==> src/rtl/reg_cmd_pkg.sv <==
// Shared opcode constants and FSM state type for the register command master.
package reg_cmd_pkg;

  localparam logic [7:0] WR_CMD = 8'hAA;
  localparam logic [7:0] RD_CMD = 8'hBB;

  typedef enum logic [2:0] {
    ST_IDLE    = 3'd0,
    ST_WR_ADDR = 3'd1,
    ST_WR_DATA = 3'd2,
    ST_RD_ADDR = 3'd3,
    ST_RD_WAIT = 3'd4,
    ST_TX_SEND = 3'd5
  } state_e;

endpackage

==> src/rtl/reg_cmd_master.sv <==
// Parses AA/BB command frames from the UART RX byte stream, strobes the register
// file and returns read data (or an error byte on timeout) to the TX path.
module reg_cmd_master
  import reg_cmd_pkg::*;
#(
  parameter int                    ADDRESS_WIDTH  = 4,
  parameter int                    DATA_WIDTH     = 8,
  parameter int                    TIMEOUT_CYCLES = 16,
  parameter logic [DATA_WIDTH-1:0] ERR_BYTE       = 8'hEE
) (
  input  logic                     CLK,
  input  logic                     RST,
  input  logic [DATA_WIDTH-1:0]    RX_P_DATA,
  input  logic                     RX_D_VLD,
  input  logic [DATA_WIDTH-1:0]    RdData,
  input  logic                     RdData_Valid,
  input  logic                     TX_READY,
  output logic                     WrEn,
  output logic                     RdEn,
  output logic [ADDRESS_WIDTH-1:0] Address,
  output logic [DATA_WIDTH-1:0]    WrData,
  output logic [DATA_WIDTH-1:0]    TX_P_DATA,
  output logic                     TX_D_VLD,
  output logic                     BUSY,
  output logic                     DROP
);

  localparam int CNT_W = $clog2(TIMEOUT_CYCLES + 1);

  state_e                   r_state;
  state_e                   w_next;
  logic [CNT_W-1:0]         r_cnt;
  logic                     r_wr_en;
  logic                     r_rd_en;
  logic [ADDRESS_WIDTH-1:0] r_addr;
  logic [DATA_WIDTH-1:0]    r_wr_data;
  logic [DATA_WIDTH-1:0]    r_tx_data;
  logic                     r_tx_vld;
  logic                     r_busy;
  logic                     r_drop;
  logic                     w_is_wr;
  logic                     w_is_rd;
  logic                     w_timeout;
  logic                     w_discard;

  assign w_is_wr   = (RX_P_DATA == DATA_WIDTH'(WR_CMD));
  assign w_is_rd   = (RX_P_DATA == DATA_WIDTH'(RD_CMD));
  assign w_timeout = (r_cnt == CNT_W'(TIMEOUT_CYCLES));
  assign w_discard = RX_D_VLD && ((r_state == ST_RD_WAIT) || (r_state == ST_TX_SEND));

  always_comb begin
    w_next = r_state;
    case (r_state)
      ST_IDLE: begin
        if (RX_D_VLD && w_is_wr)      w_next = ST_WR_ADDR;
        else if (RX_D_VLD && w_is_rd) w_next = ST_RD_ADDR;
      end
      ST_WR_ADDR: if (RX_D_VLD) w_next = ST_WR_DATA;
      ST_WR_DATA: if (RX_D_VLD) w_next = ST_IDLE;
      ST_RD_ADDR: if (RX_D_VLD) w_next = ST_RD_WAIT;
      ST_RD_WAIT: if (RdData_Valid || w_timeout) w_next = ST_TX_SEND;
      ST_TX_SEND: if (TX_READY) w_next = ST_IDLE;
      default:    w_next = ST_IDLE;
    endcase
  end

  always_ff @(posedge CLK or negedge RST) begin
    if (!RST) begin
      r_state   <= ST_IDLE;
      r_cnt     <= '0;
      r_wr_en   <= 1'b0;
      r_rd_en   <= 1'b0;
      r_addr    <= '0;
      r_wr_data <= '0;
      r_tx_data <= '0;
      r_tx_vld  <= 1'b0;
      r_busy    <= 1'b0;
      r_drop    <= 1'b0;
    end else begin
      r_state <= w_next;
      r_busy  <= (w_next != ST_IDLE);
      r_wr_en <= 1'b0;
      r_rd_en <= 1'b0;
      r_drop  <= w_discard;
      case (r_state)
        ST_WR_ADDR: if (RX_D_VLD) r_addr <= RX_P_DATA[ADDRESS_WIDTH-1:0];
        ST_WR_DATA: begin
          if (RX_D_VLD) begin
            r_wr_data <= RX_P_DATA;
            r_wr_en   <= 1'b1;
          end
        end
        ST_RD_ADDR: begin
          if (RX_D_VLD) begin
            r_addr  <= RX_P_DATA[ADDRESS_WIDTH-1:0];
            r_rd_en <= 1'b1;
            r_cnt   <= '0;
          end
        end
        // Counting starts once RdEn has dropped, so the error byte appears
        // TIMEOUT_CYCLES+1 cycles after the strobe ends.
        ST_RD_WAIT: begin
          if (RdData_Valid) begin
            r_tx_data <= RdData;
            r_tx_vld  <= 1'b1;
          end else if (w_timeout) begin
            r_tx_data <= ERR_BYTE;
            r_tx_vld  <= 1'b1;
          end else if (!r_rd_en) begin
            r_cnt <= r_cnt + CNT_W'(1);
          end
        end
        ST_TX_SEND: if (TX_READY) r_tx_vld <= 1'b0;
        default: ;
      endcase
    end
  end

  assign WrEn      = r_wr_en;
  assign RdEn      = r_rd_en;
  assign Address   = r_addr;
  assign WrData    = r_wr_data;
  assign TX_P_DATA = r_tx_data;
  assign TX_D_VLD  = r_tx_vld;
  assign BUSY      = r_busy;
  assign DROP      = r_drop;

endmodule

==> config.mk <==
export PLATFORM = sky130hd
export DESIGN_NAME = reg_cmd_master
export DESIGN_NICKNAME = d
export VERILOG_FILES = /design/src/rtl/reg_cmd_pkg.sv /design/src/rtl/reg_cmd_master.sv
export SDC_FILE = /design/constraint.sdc
export NUM_CORES = 1
export LEC_CHECK = 0
export ABC_AREA = 1
export ABC_CLOCK_PERIOD_IN_PS = 1700
export BUFFER_PORTS_ARGS = -buffer_cell sky130_fd_sc_hd__buf_2
export CAP_MARGIN = 10
export CORE_MARGIN = 1.5
export CORE_UTILIZATION = 40
export CTS_CLUSTER_SIZE = 40
export DETAILED_ROUTE_END_ITERATION = 7
export PLACE_DENSITY_LB_ADDON = 0.15
export SYNTH_ARGS = -nofsm -noshare
export SYNTH_HDL_FRONTEND = slang
export SYNTH_SLANG_ARGS = --single-unit
export TNS_END_PERCENT = 50
==> constraint.sdc <==
create_clock -name CLK -period 1.7 [get_ports CLK]
set_input_delay 0.255 -clock CLK [delete_from_list [all_inputs] [get_ports CLK]]
set_output_delay 0.255 -clock CLK [all_outputs]
set_load 0.01 [all_outputs]
# [After elaboration in Yosys (flattened, before gate mapping)]
# Cells that the tools add are included.
[word_totals] reg_bits=33 input_bits=21 output_inout_bits=25 elab_cells=63
[op_classes] n_addsub=1 eq_ne=14 mux=22 reduce_logical=16
[ops] cell="$mux 3" n=7
[ops] cell="$mux 5" n=4
[ops] cell="$pmux 3 s6" n=1
[ops] cell="$eq 8x8->1 const B" n=2
[ops] cell="$mux 8" n=2
[ops] cell="$ne 2x2->1 const B" n=5
[ops] cell="$pmux 5 s2" n=1
[ops] cell="$eq 3x2->1 const B" n=2
[ops] cell="$eq 3x3->1 const B" n=2
[ops] cell="$mux 1" n=6
[ops] cell="$reduce_and 2->1" n=3
[ops] cell="$reduce_bool 2->1" n=3
[ops] cell="$add 5x1->5 const B" n=1
[ops] cell="$eq 5x5->1 const B" n=1
[ops] cell="$reduce_and 5->1" n=1
[ops] cell="$eq 3x1->1 const B" n=1
[ops] cell="$logic_and 1x1->1" n=3
[ops] cell="$logic_not 3->1" n=1
[ops] cell="$ne 3x3->1 const B" n=1
[ops] cell="$reduce_and 3->1" n=1
[ops] cell="$reduce_bool 3->1" n=1
[ops] cell="$logic_or 1x1->1" n=2
[ops] cell="$pmux 1 s2" n=1
[ops] cell="$reduce_or 2->1" n=1

# [Longest topological paths before layout]
[logic_depth] ltp_word=6 depth_mapped=9 mapped_depth_nobuf=9

# [Worst setup path before layout]
# Ideal clock, no wire load.
[synth_timing] path_type="register to register" from="register r_state[1]" to="register r_cnt[3]" setup_time_ns=0.116 arrival_time_ns=1.149 required_time_ns=1.584 slack_ns=0.434 stages_incl_launch_ff=9 n_path_buf=0 period_less_slack_ns=1.266 cell_sequence="dfrtp_1 -> inv_1 -> nand2_1 -> nor2_4 -> o21ai_0 -> nand2_2 -> inv_1 -> nand2_1 -> nand2_1"
[synth_between] elab_chain_len=3 word_cells_on_any_way=9 cone_classes="6 x eq/ne; 1 x mux; 2 x reduce/logical"
[synth_rtl] item="start: declaration" line="reg_cmd_master.sv:30" text="state_e r_state;"
[synth_rtl] item="start signal: assignment" line="reg_cmd_master.sv:80" text="r_state <= w_next;"
[synth_rtl] item="$eq 3x3->1 / $eq 3x2->1 (equally long branches)" line="reg_cmd_master.sv:85" text="case (r_state)"
[synth_rtl] item="$ne 2x2->1 (no line) / $reduce_bool 2->1 (equally long branches)"
[synth_rtl] item="$reduce_and 5->1 (no line)"
[synth_rtl] item="end signal: assignment" line="reg_cmd_master.sv:110" text="r_cnt <= r_cnt + CNT_W'(1);"
[synth_rtl] item="end: declaration" line="reg_cmd_master.sv:32" text="logic [CNT_W-1:0] r_cnt;"
# Several ways; a longest one is shown, not always the timed one.
# A chain may end at the register's enable or synchronous reset.

# [Worst setup path in the final report]
[layout_timing] from="register r_state[1]" to="register r_tx_data[2], in the netlist TX_P_DATA[2]"
[layout_between] elab_chain_len=2
[layout_rtl] item="$eq 3x3->1" line="reg_cmd_master.sv:85"
[layout_rtl] item="$reduce_and 2->1 (no line)"
[layout_rtl] item="end signal: assignment" line="reg_cmd_master.sv:104" text="r_tx_data <= RdData;"
[layout_rtl] item="end: declaration" line="reg_cmd_master.sv:37" text="logic [DATA_WIDTH-1:0] r_tx_data;"
# Every way passes these cells.

==> run_results.csv <==
group,metric,value,unit
synth,ys.flop_type,"dfrtp_1",
setup_path,cp.required,1960,ps
final_layout,diodes,0,
floorplan,coreArea,3420,sq um
setup_path,rrSetupSlack,230,ps
place,dp.final_hpwl,2290,um
floorplan,ios,46,
floorplan,start_util,0.430,
setup_path,worstReg2RegStart,"r_state[1]$_DFF_PN0_",
sta,fin_setup_tns,0,ps
sta,slew_violations,0,
floorplan,fp-row-count,21,
drt,dr.pass1.iters,4,
global_route,grt_max_degree,19,
drt,totalWireLength,2990,um
floorplan,die_w,63.6,um
place,gp_congestion,0.767,
clock_tree,clkLatencyLatePin,330,ps
power_and_ir_drop,p_leak,1.05,nW
min_path,holdPathStages,2,
drt,drc,0,
synth,ys_async_sr_fraction,1.00,
drt,antenna_left,0,
power_and_ir_drop,ir_worst_vdd,0.688,mV
synth,yosysWarningCount,0,
global_route,grt_first_pass_wirelength,5600,um
sta,setup_ws,230,ps
sta,period_minus_slack,1470,ps
setup_path,critPathCaptureType,"flip-flop",
final_layout,nets,254,
final_layout,drive_gt1_frac,0.254,
setup_path,startpoint,"r_state[1]$_DFF_PN0_",
drt,vias,1252,
run,cap_viol_max_count,0,
final_layout,post-route-cell-area,1830,sq um
setup_path,worstSetupStartpointType,"flip-flop",
outcome,status,"completed",
clock_tree,cts_tree,"yes",
synth,synth_edf_count,0,
synth,synth_area,1470,sq um
final_layout,nFillCells,367,
floorplan,die_area,4040,sq um
synth,synth_cell_types,18,
synth,netlist_top_cells_count,"nand2_1 (49), dfrtp_1 (33), nor2_1 (32)",
min_path,hp-start,"RdData[0]",
min_path,hold_path.class,"in2reg",
synth,synth_top_area_frac,0.563,
final_layout,area_growth,25.0,%
synth,avgSynthCellArea,8.29,sq um
place,place_area,1770,sq um
place,post-place-ws,254,ps
final_layout,instances_no_fill,278,
power_and_ir_drop,power.total,0.00249,W
drt,via_per_inst,4.50,
synth,synth_seq_area_share,0.563,
global_route,grt-ovfl-total,0,
drt,post_drt_wl_per_cell,10.7,um
synth,ys_ff_latch,33,
place,placed_cells,269,
setup_path,arrival,1730,ps
clock_tree,htreeDepth,2,
clock_tree,numCtsBuffers,5,
sta,rsz0062_at_grt,"false",
synth,synthCells,177,
setup_path,critPathKind,"reg2reg",
sta,max_freq,0.680,GHz
sta,tightest_slew,420,ps
place,port_buffers,45,
min_path,min_to,"TX_P_DATA[0]$_DFFE_PN0P_",
global_route,track_usage,0.177,
synth,synth_nets,200,
synth,synth_area_leaders,"dfrtp_1 (56%), nand2_1 (13%), nor2_1 (8.2%)",
sta,fin_worst_skew,10.1,ps
floorplan,die_height,63.6,um
clock_tree,clkSinkCount,33,
clock_tree,cts_max_path_buffers,2,
sta,fin_crit_sh,0.865,
global_route,grt_pass1_vias,1256,
drt,first_iter_violations,43,
global_route,antenna_found_initial,0,
setup_path,r2r_end,"TX_P_DATA[2]$_DFFE_PN0P_",
power_and_ir_drop,power.density,1360,nW/um^2
synth,synth.most_common_cell,"nand2_1",
setup_path,worstPathMaxFanout,8,
sta,setup_viol,0,
clock_tree,cts.clk_slew.worst_paths,100,ps
clock_tree,root_buffer,"clkbuf_4",
setup_path,rr_worst_depth,7,
sta,timing.slew.headroom,0.719,
synth,netlist.top_cell.by_area,"dfrtp_1",
sta,hold_viol,0,
## flip-flops by register name, summed over array words and instances (netlist names), 3 cells and up
signal	flops
r_state	3
TX_P_DATA	8
Address	4
r_cnt	5
WrData	8
## layer usage
metal	wire [um]	global-route usage	vias up
met3	203	0.0554	6
li1	-	-	662
met4	51	0.0571	0
met2	1230	0.271	38
met5	0	0	-
met1	1500	0.241	546
## area by class of cell
class / instances / area (sq um) / area share
Timing Repair Buffer: 48 / 263 / 0.143
Sequential cell: 33 / 826 / 0.450
Clock inverter: 2 / 10.0 / 0.00546
Clock buffer: 6 / 41.3 / 0.0225
Tap cell: 46 / 57.6 / 0.0314
Inverter: 22 / 82.6 / 0.0450
Multi-Input combinational cell: 121 / 554 / 0.302
## repair_timing
item | 4_1_cts | 5_1_grt
setup endpoints to repair | 0 | 0
hold buffers | 1 | 0
resized for setup | 0 | 0
endpoints found under the hold margin | 17 | 0
setup buffers | 0 | 0
## cell families after synthesis
group	count (synthesis)	synth area share
buffers and inverters	23	0.0597
adders and majority gates	2	0.0170
AOI/OAI and AO/OA	20	0.0784
DFF	33	0.563
xor gates and xnor gates	3	0.0179
and+or+nand+nor	96	0.264
## critical path, cell delays in order, from the launching register on
cell and delay (ps):
dfrtp_1 430, inv_1 120, nand2_1 130, nor2_4 190
nand2_1 170, inv_1 200, nor2_1 60, nor2_1 90
## layout by cell type, fill, tap and decap left out, types with 3 or more instances in the layout
cell type	count
o21ai_0	14
inv_1	21
nor2_1	32
xor2_1	3
nand2_1	49
buf_2	45
dfrtp_1	33
clkbuf_4	5
nand3_1	10
## power breakdown
| group | internal, W | switching (W) | total, W |
|---|---|---|---|
| clock network | 0.000157 | 0.000256 | 0.000413 |
| logic | 0.000369 | 0.000460 | 0.000829 |
| registers | 0.00107 | 0.000173 | 0.00125 |
## worst max-delay path by stage
| stage | endpoint | slack [ps] | cells after the start |
|---|---|---|---|
| global route | TX_P_DATA[1]$_DFFE_PN0P_ | 10 | 7 |
| floorplan | r_cnt[3]$_DFFE_PN0P_ | 430 | 8 |
| finish | TX_P_DATA[2]$_DFFE_PN0P_ | 230 | 7 |
| detailed placement | TX_P_DATA[2]$_DFFE_PN0P_ | 250 | 7 |
| CTS | TX_P_DATA[2]$_DFFE_PN0P_ | 230 | 7 |
| global placement | r_cnt[3]$_DFFE_PN0P_ | 270 | 8 |
## through the flow
stage                     hold WS, ps   util
after floorplan                 -40.6      -
after global placement            214  0.519
after detailed placement          209  0.519
after CTS                         144  0.537
after global routing              154  0.537
final                             152  0.537
Power figures use the tool's default switching activity.
